`config.mk`:
```
export PLATFORM = sky130hd
export DESIGN_NAME = abc_window_avg_flat
export DESIGN_NICKNAME = d
export VERILOG_FILES = /design/src/rtl/fxp_pkg.sv /design/src/rtl/abc_window_avg_if.sv /design/src/rtl/fxp_round_sat.sv /design/src/rtl/abc_window_avg.sv /design/src/flat_wrapper.sv
export SDC_FILE = /design/constraint.sdc
export NUM_CORES = 1
export LEC_CHECK = 0
export CORE_ASPECT_RATIO = 1.1
export CORE_MARGIN = 8
export CORE_UTILIZATION = 53
export CTS_BUF_LIST = sky130_fd_sc_hd__clkbuf_8 sky130_fd_sc_hd__clkbuf_16
export CTS_CLUSTER_SIZE = 8
export DETAILED_ROUTE_END_ITERATION = 8
export GPL_TIMING_DRIVEN = 0
export PLACE_DENSITY = 0.79
export SLEW_MARGIN = 30
export SYNTH_ARGS = -nofsm -noshare
export SYNTH_HDL_FRONTEND = slang
export SYNTH_SLANG_ARGS = --single-unit
```
`constraint.sdc`:
```
create_clock -name clk -period 3.2 [get_ports clk]
set_input_delay 0.64 -clock clk [delete_from_list [all_inputs] [get_ports clk]]
set_output_delay 0.64 -clock clk [all_outputs]
set_load 0.01 [all_outputs]
```
`src/rtl/fxp_pkg.sv`:
```
// Shared fixed-point definitions for the addABC result format (Q5.2, bits [4:-2])
// and the control state type used by the stages that consume it.
package fxp_pkg;

  localparam int ABC_INT  = 5;
  localparam int ABC_FRAC = 2;
  localparam int ABC_W    = ABC_INT + ABC_FRAC;

  localparam int ABC_MAX = 63;
  localparam int ABC_MIN = -64;

  typedef enum logic {
    ACC  = 1'b0,
    HOLD = 1'b1
  } state_t;

endpackage

```
`src/rtl/abc_window_avg_if.sv`:
```
// Stream bundle for the window averager: sample input side and result output side.
interface abc_window_avg_if #(
  parameter int IW    = 7,
  parameter int LOG2W = 3
);

  logic signed [IW-1:0]       abc_in;
  logic                       in_valid;
  logic                       in_ready;
  logic signed [IW+LOG2W-1:0] sum_out;
  logic signed [IW-1:0]       mean_out;
  logic                       out_valid;
  logic                       out_ready;

  modport slave (
    input  abc_in, in_valid, out_ready,
    output in_ready, sum_out, mean_out, out_valid
  );

  modport master (
    output abc_in, in_valid, out_ready,
    input  in_ready, sum_out, mean_out, out_valid
  );

endinterface

```
`src/rtl/fxp_round_sat.sv`:
```
// Combinational requantiser: divides by 2**SHIFT with round-half-up (toward +inf)
// and clamps the result into a signed OW-bit range.
module fxp_round_sat #(
  parameter int SW    = 10,
  parameter int SHIFT = 3,
  parameter int OW    = 7
) (
  input  logic signed [SW-1:0] s,
  output logic signed [OW-1:0] r
);

  // One extra bit keeps the rounding bias from overflowing the input range.
  localparam int EW = SW + 1;

  localparam logic signed [EW-1:0] HALF = EW'(1 << (SHIFT - 1));
  localparam logic signed [EW-1:0] RMAX = EW'((1 << (OW - 1)) - 1);
  localparam logic signed [EW-1:0] RMIN = EW'(-(1 << (OW - 1)));

  function automatic logic signed [EW-1:0] round_half_up(input logic signed [SW-1:0] v);
    logic signed [EW-1:0] biased;
    biased = EW'(v) + HALF;
    return biased >>> SHIFT;
  endfunction

  function automatic logic signed [OW-1:0] sat(input logic signed [EW-1:0] v);
    logic signed [EW-1:0] c;
    if (v > RMAX) begin
      c = RMAX;
    end else if (v < RMIN) begin
      c = RMIN;
    end else begin
      c = v;
    end
    return c[OW-1:0];
  endfunction

  always_comb begin
    r = sat(round_half_up(s));
  end

endmodule

```
`src/rtl/abc_window_avg.sv`:
```
// Window accumulator behind the addABC adder: sums 2**LOG2W samples, then holds
// the exact sum and rounded mean until downstream takes them.
module abc_window_avg
  import fxp_pkg::*;
#(
  parameter int LOG2W = 3,
  parameter int IW    = ABC_W
) (
  input logic             clk,
  input logic             rst,
  input logic             clr,
  abc_window_avg_if.slave bus
);

  localparam int SW = IW + LOG2W;

  state_t               state_q, state_d;
  logic [LOG2W-1:0]     cnt_q, cnt_d;
  logic signed [SW-1:0] acc_q, acc_d;
  logic signed [SW-1:0] sum_q, sum_d;
  logic signed [IW-1:0] mean_q, mean_d;
  logic                 vld_q, vld_d;
  logic                 rdy_q, rdy_d;

  logic signed [SW-1:0] final_sum;
  logic signed [IW-1:0] mean_rs;
  logic                 accept;
  logic                 last;

  // Accumulator is wide enough for W full-scale samples, so no wrap is possible.
  assign final_sum = acc_q + SW'(bus.abc_in);
  assign accept    = bus.in_valid && rdy_q;
  assign last      = (cnt_q == {LOG2W{1'b1}});

  fxp_round_sat #(
    .SW    (SW),
    .SHIFT (LOG2W),
    .OW    (IW)
  ) u_round_sat (
    .s (final_sum),
    .r (mean_rs)
  );

  always_comb begin
    state_d = state_q;
    cnt_d   = cnt_q;
    acc_d   = acc_q;
    sum_d   = sum_q;
    mean_d  = mean_q;
    vld_d   = vld_q;
    case (state_q)
      ACC: begin
        if (clr) begin
          acc_d = '0;
          cnt_d = '0;
        end else if (accept) begin
          if (last) begin
            sum_d   = final_sum;
            mean_d  = mean_rs;
            acc_d   = '0;
            cnt_d   = '0;
            vld_d   = 1'b1;
            state_d = HOLD;
          end else begin
            acc_d = final_sum;
            cnt_d = cnt_q + LOG2W'(1);
          end
        end
      end
      HOLD: begin
        if (bus.out_ready) begin
          vld_d   = 1'b0;
          state_d = ACC;
        end
      end
      default: begin
        state_d = ACC;
      end
    endcase
    // Ready is registered so it stays low until the first edge out of reset.
    rdy_d = (state_d == ACC);
  end

  always_ff @(posedge clk or posedge rst) begin
    if (rst) begin
      state_q <= ACC;
      cnt_q   <= '0;
      acc_q   <= '0;
      sum_q   <= '0;
      mean_q  <= '0;
      vld_q   <= 1'b0;
      rdy_q   <= 1'b0;
    end else begin
      state_q <= state_d;
      cnt_q   <= cnt_d;
      acc_q   <= acc_d;
      sum_q   <= sum_d;
      mean_q  <= mean_d;
      vld_q   <= vld_d;
      rdy_q   <= rdy_d;
    end
  end

  assign bus.in_ready  = rdy_q;
  assign bus.sum_out   = sum_q;
  assign bus.mean_out  = mean_q;
  assign bus.out_valid = vld_q;

endmodule

```
`src/flat_wrapper.sv`:
```
// flat-port wrapper written by rule: the top's interface ports become plain ports
module abc_window_avg_flat import fxp_pkg::*;
#(
  parameter int LOG2W = 3,
  parameter int IW    = ABC_W
)
  (clk, rst, clr, bus_abc_in, bus_in_valid, bus_out_ready, bus_in_ready, bus_sum_out, bus_mean_out, bus_out_valid);
  abc_window_avg_if #(.IW(IW), .LOG2W(LOG2W)) bus_i ();
  input logic clk;
  input logic rst;
  input logic clr;
  input wire logic [$bits(bus_i.abc_in)-1:0] bus_abc_in;
  input wire logic [$bits(bus_i.in_valid)-1:0] bus_in_valid;
  input wire logic [$bits(bus_i.out_ready)-1:0] bus_out_ready;
  output wire logic [$bits(bus_i.in_ready)-1:0] bus_in_ready;
  output wire logic [$bits(bus_i.sum_out)-1:0] bus_sum_out;
  output wire logic [$bits(bus_i.mean_out)-1:0] bus_mean_out;
  output wire logic [$bits(bus_i.out_valid)-1:0] bus_out_valid;
  assign bus_i.abc_in = bus_abc_in;
  assign bus_i.in_valid = bus_in_valid;
  assign bus_i.out_ready = bus_out_ready;
  assign bus_in_ready = bus_i.in_ready;
  assign bus_sum_out = bus_i.sum_out;
  assign bus_mean_out = bus_i.mean_out;
  assign bus_out_valid = bus_i.out_valid;
  abc_window_avg #(.LOG2W(LOG2W), .IW(IW)) u_core (.clk(clk), .rst(rst), .clr(clr), .bus(bus_i));
endmodule
```
# After elaboration in Yosys (flattened, before gate mapping)
# Cells that the tools add are included.
[totals] regBits=33 output_inout_bits=19
[op_classes] add_sub_neg=3 n_lt_le_gt_ge=2 eq_ne=5 mux=18 n_bitwise=3 n_reduce_logical=5
[ops] op="$mux W10" n=3
[ops] op="$mux W7" n=2
[ops] op="$add A10 B4 Y11 const B" n=1
[ops] op="$add A10 B7 Y10" n=1
[ops] op="$mux W3" n=3
[ops] op="$gt A8 B7 Y1 const B" n=1
[ops] op="$lt A8 B7 Y1 const B" n=1
[ops] op="$mux W1" n=8
[ops] op="$reduce_and A4 Y1" n=2
[ops] op="$ne A2 B1 Y1 const B" n=2
[ops] op="$ne A2 B2 Y1 const B" n=2
[ops] op="$pmux W1 S2" n=2
[ops] op="$add A3 B1 Y3 const B" n=1
[ops] op="$eq A3 B3 Y1 const B" n=1
[ops] op="$not A1 Y1" n=3
[ops] op="$reduce_and A2 Y1" n=1
[ops] op="$reduce_bool A2 Y1" n=1
[ops] op="$logic_and A1 B1 Y1" n=1

# Depth between registers and ports, before layout
[logic_depth] word_depth=6 mapped_depth=9 ltp_nobuf=9

# Modules after synthesis
# A second synthesis with hierarchy kept.
[hier_totals] cells_unflattened=175 hier_area_um2=1899.3
[modules_own_cells] mod="abc_window_avg" instances=1 cells_per_inst=142 area_per_inst_um2=1660.3
[modules_own_cells] mod="fxp_round_sat" instances=1 cells_per_inst=33 area_per_inst_um2=239.0

# Least setup slack after synthesis
# No wires, ideal clock.
[synth_path] path_type="in2reg" start="in bus_abc_in[0]" end="reg u_core.mean_q[3], in the netlist u_core.bus.mean_out[3]" setup_ns=0.126 t_arrival_ns=2.816 required_time_ns=3.074 path_slack_ns=0.258 path_stages=9 path_cell_list="ha_1 -> fa_1 -> a21oi_1 -> o211ai_1 -> a211oi_4 -> nand4_4 -> nor3_4 -> nor2_1 -> a221o_1"
[synth_between] elab_chain_cells=5 word_cells_on_any_way=6
[synth_rtl] item="start: declaration" line_no="flat_wrapper.sv:12" rtl="input wire logic [$bits(bus_i.abc_in)-1:0] bus_abc_in;"
[synth_rtl] item="$add A10 B7 Y10 (*)" line_no="abc_window_avg.sv:31" rtl="assign final_sum = acc_q + SW'(bus.abc_in);"
[synth_rtl] item="$add A10 B4 Y11 (*)" line_no="fxp_round_sat.sv:21" rtl="biased = EW'(v) + HALF;"
[synth_rtl] item="$lt A8 B7 Y1" line_no="fxp_round_sat.sv:29" rtl="end else if (v < RMIN) begin"
[synth_rtl] item="$mux W7" line_no="fxp_round_sat.sv:29"
[synth_rtl] item="$mux W7 (*)" line_no="fxp_round_sat.sv:27" rtl="if (v > RMAX) begin"
[synth_rtl] item="end signal: assignment" line_no="abc_window_avg.sv:98" rtl="mean_q <= mean_d;"
[synth_rtl] item="end: declaration" line_no="abc_window_avg.sv:21" rtl="logic signed [IW-1:0] mean_q, mean_d;"
# Every way passes the cells marked *; elsewhere a longest branch is shown, timed or not.
# A chain may end at the register's enable or synchronous reset.

# Final worst setup path
# Ends and elaborated chain as after synthesis.

==> flow_summary.json <==
{
  "path_clk_slew_ns": 0.07,
  "max_stage_delay_ns": 0.42,
  "maxSlewViolCount": 0,
  "core_area_um2": 3626,
  "max_freq_mhz": 322.4,
  "fin_nets": 258,
  "synth.avg_cell_area_um2": 10.34,
  "die_area_um2": 5963,
  "grt_first_pass_wirelength_mm": 7.389,
  "port_buffers": 30,
  "cp-end-kind": "flop",
  "timing.rr.start": "u_core.acc_q[0]",
  "cts_root_buf": "clkbuf_8",
  "num_io_pins": 31,
  "synth_top_family_by_area": "compound AO/OA/AOI/OAI gates",
  "antenna_found_initial": 0,
  "synth.net_count": 217,
  "grt_max_degree": 34,
  "fin_crit_ns": 3.101,
  "ys_ff_latch": 33,
  "route.detailed.drc": 0,
  "fin_tns_setup_ns": 0,
  "cts_tree": "done",
  "peakVddDrop_mv": 0.3175,
  "setup_viol": 0,
  "grt.busiest_layer": "met2",
  "routedWlPerCell_um": 15.71,
  "antenna_left": 0,
  "htree_levels": 2,
  "dr.pass1.iters": 5,
  "grt_util_met2": 0.2513,
  "critical_path.cell_chain": "clkdlybuf4s50_1 -> ha_1 -> fa_2 -> a21oi_4 -> o211ai_1 -> a211oi_4 -> nand4_4 -> nor3_4 -> nor2_1 -> a221o_1",
  "synth_adder_area_share": 0.08570,
  "reg2reg_slack_ns": 0.48,
  "start_util": 0.5476,
  "routed_via_density": 5.577,
  "finalCritPeriodShare": 0.9692,
  "num_rows": 23,
  "met1_usage": 0.1970,
  "syn_area_um2": 1986,
  "use_met3": 0.04608,
  "crit_family": "compound AO/OA/AOI/OAI gates",
  "hold_violations": 0,
  "gp_congestion": 0.8419,
  "r2r_end": "u_core.bus.mean_out[3]",
  "synth_cells": 192,
  "synthToLayoutAreaGrowth_pct": 27.03,
  "critPathKind": "in2reg",
  "seq_area_frac_synth": 0.4159,
  "min_to": "u_core.bus.sum_out[0]",
  "clockBufferDepth": 2,
  "reg2reg_depth": 9,
  "crit_buf_inv": 1,
  "fp.dieW_um": 74.36,
  "dieHeight_um": 80.20,
  "fin_cells": 284,
  "insertion_delay_ns": 0.29,
  "synthArstFlopShare": 1.000,
  "status": "completed",
  "synth-xor-area-share": 0.03970,
  "skew_ns": 0.002528,
  "ys.flop_type": "dfrtp_1",
  "worstPathMaxFanout": 5,
  "numClockSinks": 33,
  "drt_iter0_drc": 93,
  "grtUsageTotal": 0.1591,
  "hold_path.class": "reg2reg",
  "drt_wl_total_mm": 4.461,
  "cts_inserted_buffers": 5,
  "drive_gt1_frac": 0.1709,
  "leakage_uw": 0.001182,
  "synth_compound_area_frac": 0.2161,
  "ys_warn_count": 0,
  "finalInstanceArea_um2": 2522,
  "yosys.area_share.simple": 0.1790,
  "fillCellCount": 293,
  "power.density_nw_per_um2": 502.5,
  "worstSetupPathDepth": 10,
  "grt-ovfl-total": 0,
  "drv_cap": 0,
  "placedCellCount": 272,
  "ys_types": 53,
  "max_slew_margin": 0.5423,
  "hold_ws_ns": 0.4815,
  "startpoint_type": "input port",
  "dp_hpwl_mm": 3.217,
  "whs_path_depth": 2,
  "grt_pass1_vias": 1573,
  "synth_edf_count": 0,
  "synth_mux_area_frac": 0.03529,
  "antenna_cells": 0,
  "critPathRequiredTime_ns": 3.38,
  "num_vias": 1584,
  "cp.arrival_ns": 3.28,
  "tightestPinTransition_ns": 0.6856,
  "dpl_cell_area_um2": 2349,
  "cp_slowest_cell": "a211oi_4",
  "worstHoldStart": "u_core.bus.sum_out[0]"
}
## tightest hold or removal path, stage by stage, from the launching register on
cell and delay, ns:
dfrtp_1 0.34, nand2_1 0.05, nand2_1 0.06
## flip-flops by register name, indices dropped and copies added, names as in the netlist
| name | cells |
|---|---|
| u_core.bus.mean_out | 7 |
| u_core.cnt_q | 3 |
| u_core.bus.in_ready | 1 |
| u_core.bus.out_valid | 1 |
| u_core.acc_q | 10 |
| u_core.bus.sum_out | 10 |
| u_core.state_q | 1 |
## placed cells by master (no fill, tap or decap), types with 5 or more instances in the layout
master / n
a22o_1: 10
and2_1: 5
clkbuf_8: 5
clkdlybuf4s50_1: 30
dfrtp_1: 33
ha_1: 11
inv_1: 8
nand2_1: 36
nor2_1: 10
nor3_1: 7
o21ai_0: 7
## timing repair
| item | in CTS | in global routing |
|---|---|---|
| pin swaps | 1 | 3 |
| gates resized for setup | 2 | 9 |
| setup buffers | 0 | 4 |
| hold buffers | 0 | 0 |
| setup endpoints to repair | 6 | 5 |
## how the worst max path moves through the flow
| stage | slack [ns] | to | startpoint |
|---|---|---|---|
| 2_1_floorplan | 0.26 | u_core.bus.mean_out[3] | bus_abc_in[0] |
| 3_3_place_gp | -0.44 | u_core.bus.mean_out[4] | bus_abc_in[0] |
| 3_5_place_dp | -0.54 | u_core.bus.mean_out[4] | bus_abc_in[0] |
| 4_1_cts | 0.03 | u_core.bus.mean_out[3] | bus_abc_in[6] |
| 5_1_grt | -0.02 | u_core.bus.mean_out[3] | bus_abc_in[0] |
| 6_report | 0.1 | u_core.bus.mean_out[3] | bus_abc_in[0] |
## area by class of cell
cell class	instances	area, um2	share of cell area
Inverter	8	30.03	0.01190
Buffer	5	26.28	0.01042
Clock inverter	3	13.76	0.005456
Tap cell	50	62.56	0.02480
Timing Repair Buffer	34	330.3	0.1310
Multi-Input combinational cell	146	1165	0.4618
Clock buffer	5	68.82	0.02728
Sequential cell	33	825.8	0.3274
## cell usage after synthesis, drive strengths merged, types with 2 or more instances
master / instances / area (um2)
buf: 2 / 15.01
nor3: 9 / 61.31
o21a: 4 / 30.03
and2: 5 / 31.28
nor2: 10 / 37.54
dfrtp: 33 / 825.8
o211ai: 4 / 30.03
nand2: 38 / 152.6
ha: 12 / 150.1
a211oi: 3 / 40.04
nor4: 2 / 27.53
clkbuf: 3 / 11.26
a22o: 11 / 97.59
mux2i: 2 / 32.53
mux2: 3 / 37.53
xor2: 3 / 26.28
xnor2: 6 / 52.55
o21ai: 9 / 48.79
inv: 8 / 30.03
a211o: 5 / 46.30
a21oi: 4 / 27.53
## cells by family after synthesis
logic type,Yosys count
AOI/OAI and AO/OA,50
adders and majority gates,13
xor gates and xnor gates,9
DFF,33
muxes,5
and+or+nand+nor,69
buffers and inverters,13
## power breakdown
| group | internal [uW] | leakage, uW | switching, uW | total, uW |
|---|---|---|---|---|
| registers | 438 | 0.000448 | 14.2 | 453 |
| logic | 226 | 0.000685 | 287 | 513 |
| clock network | 147 | 0.0000491 | 155 | 302 |
| total | 812 | 0.00118 | 456 | 1270 |
## routing by layer
metal	part of all wire	up-vias
li1	-	771
met4	0.022	0
met5	0	-
met3	0.058	12
met1	0.43	760
met2	0.49	41
## through the flow
stage	setup WS [ns]	util	power (uW)
6_report	0.09868	0.6957	1268
5_1_grt	-0.02122	0.6957	1339
4_1_cts	0.02647	0.6736	1222
3_5_place_dp	-0.5397	0.6477	908.2
3_3_place_gp	-0.4428	0.6477	902.1
2_1_floorplan	0.2579	-	817.4
Note: power is estimated with default switching activity, not from simulation.
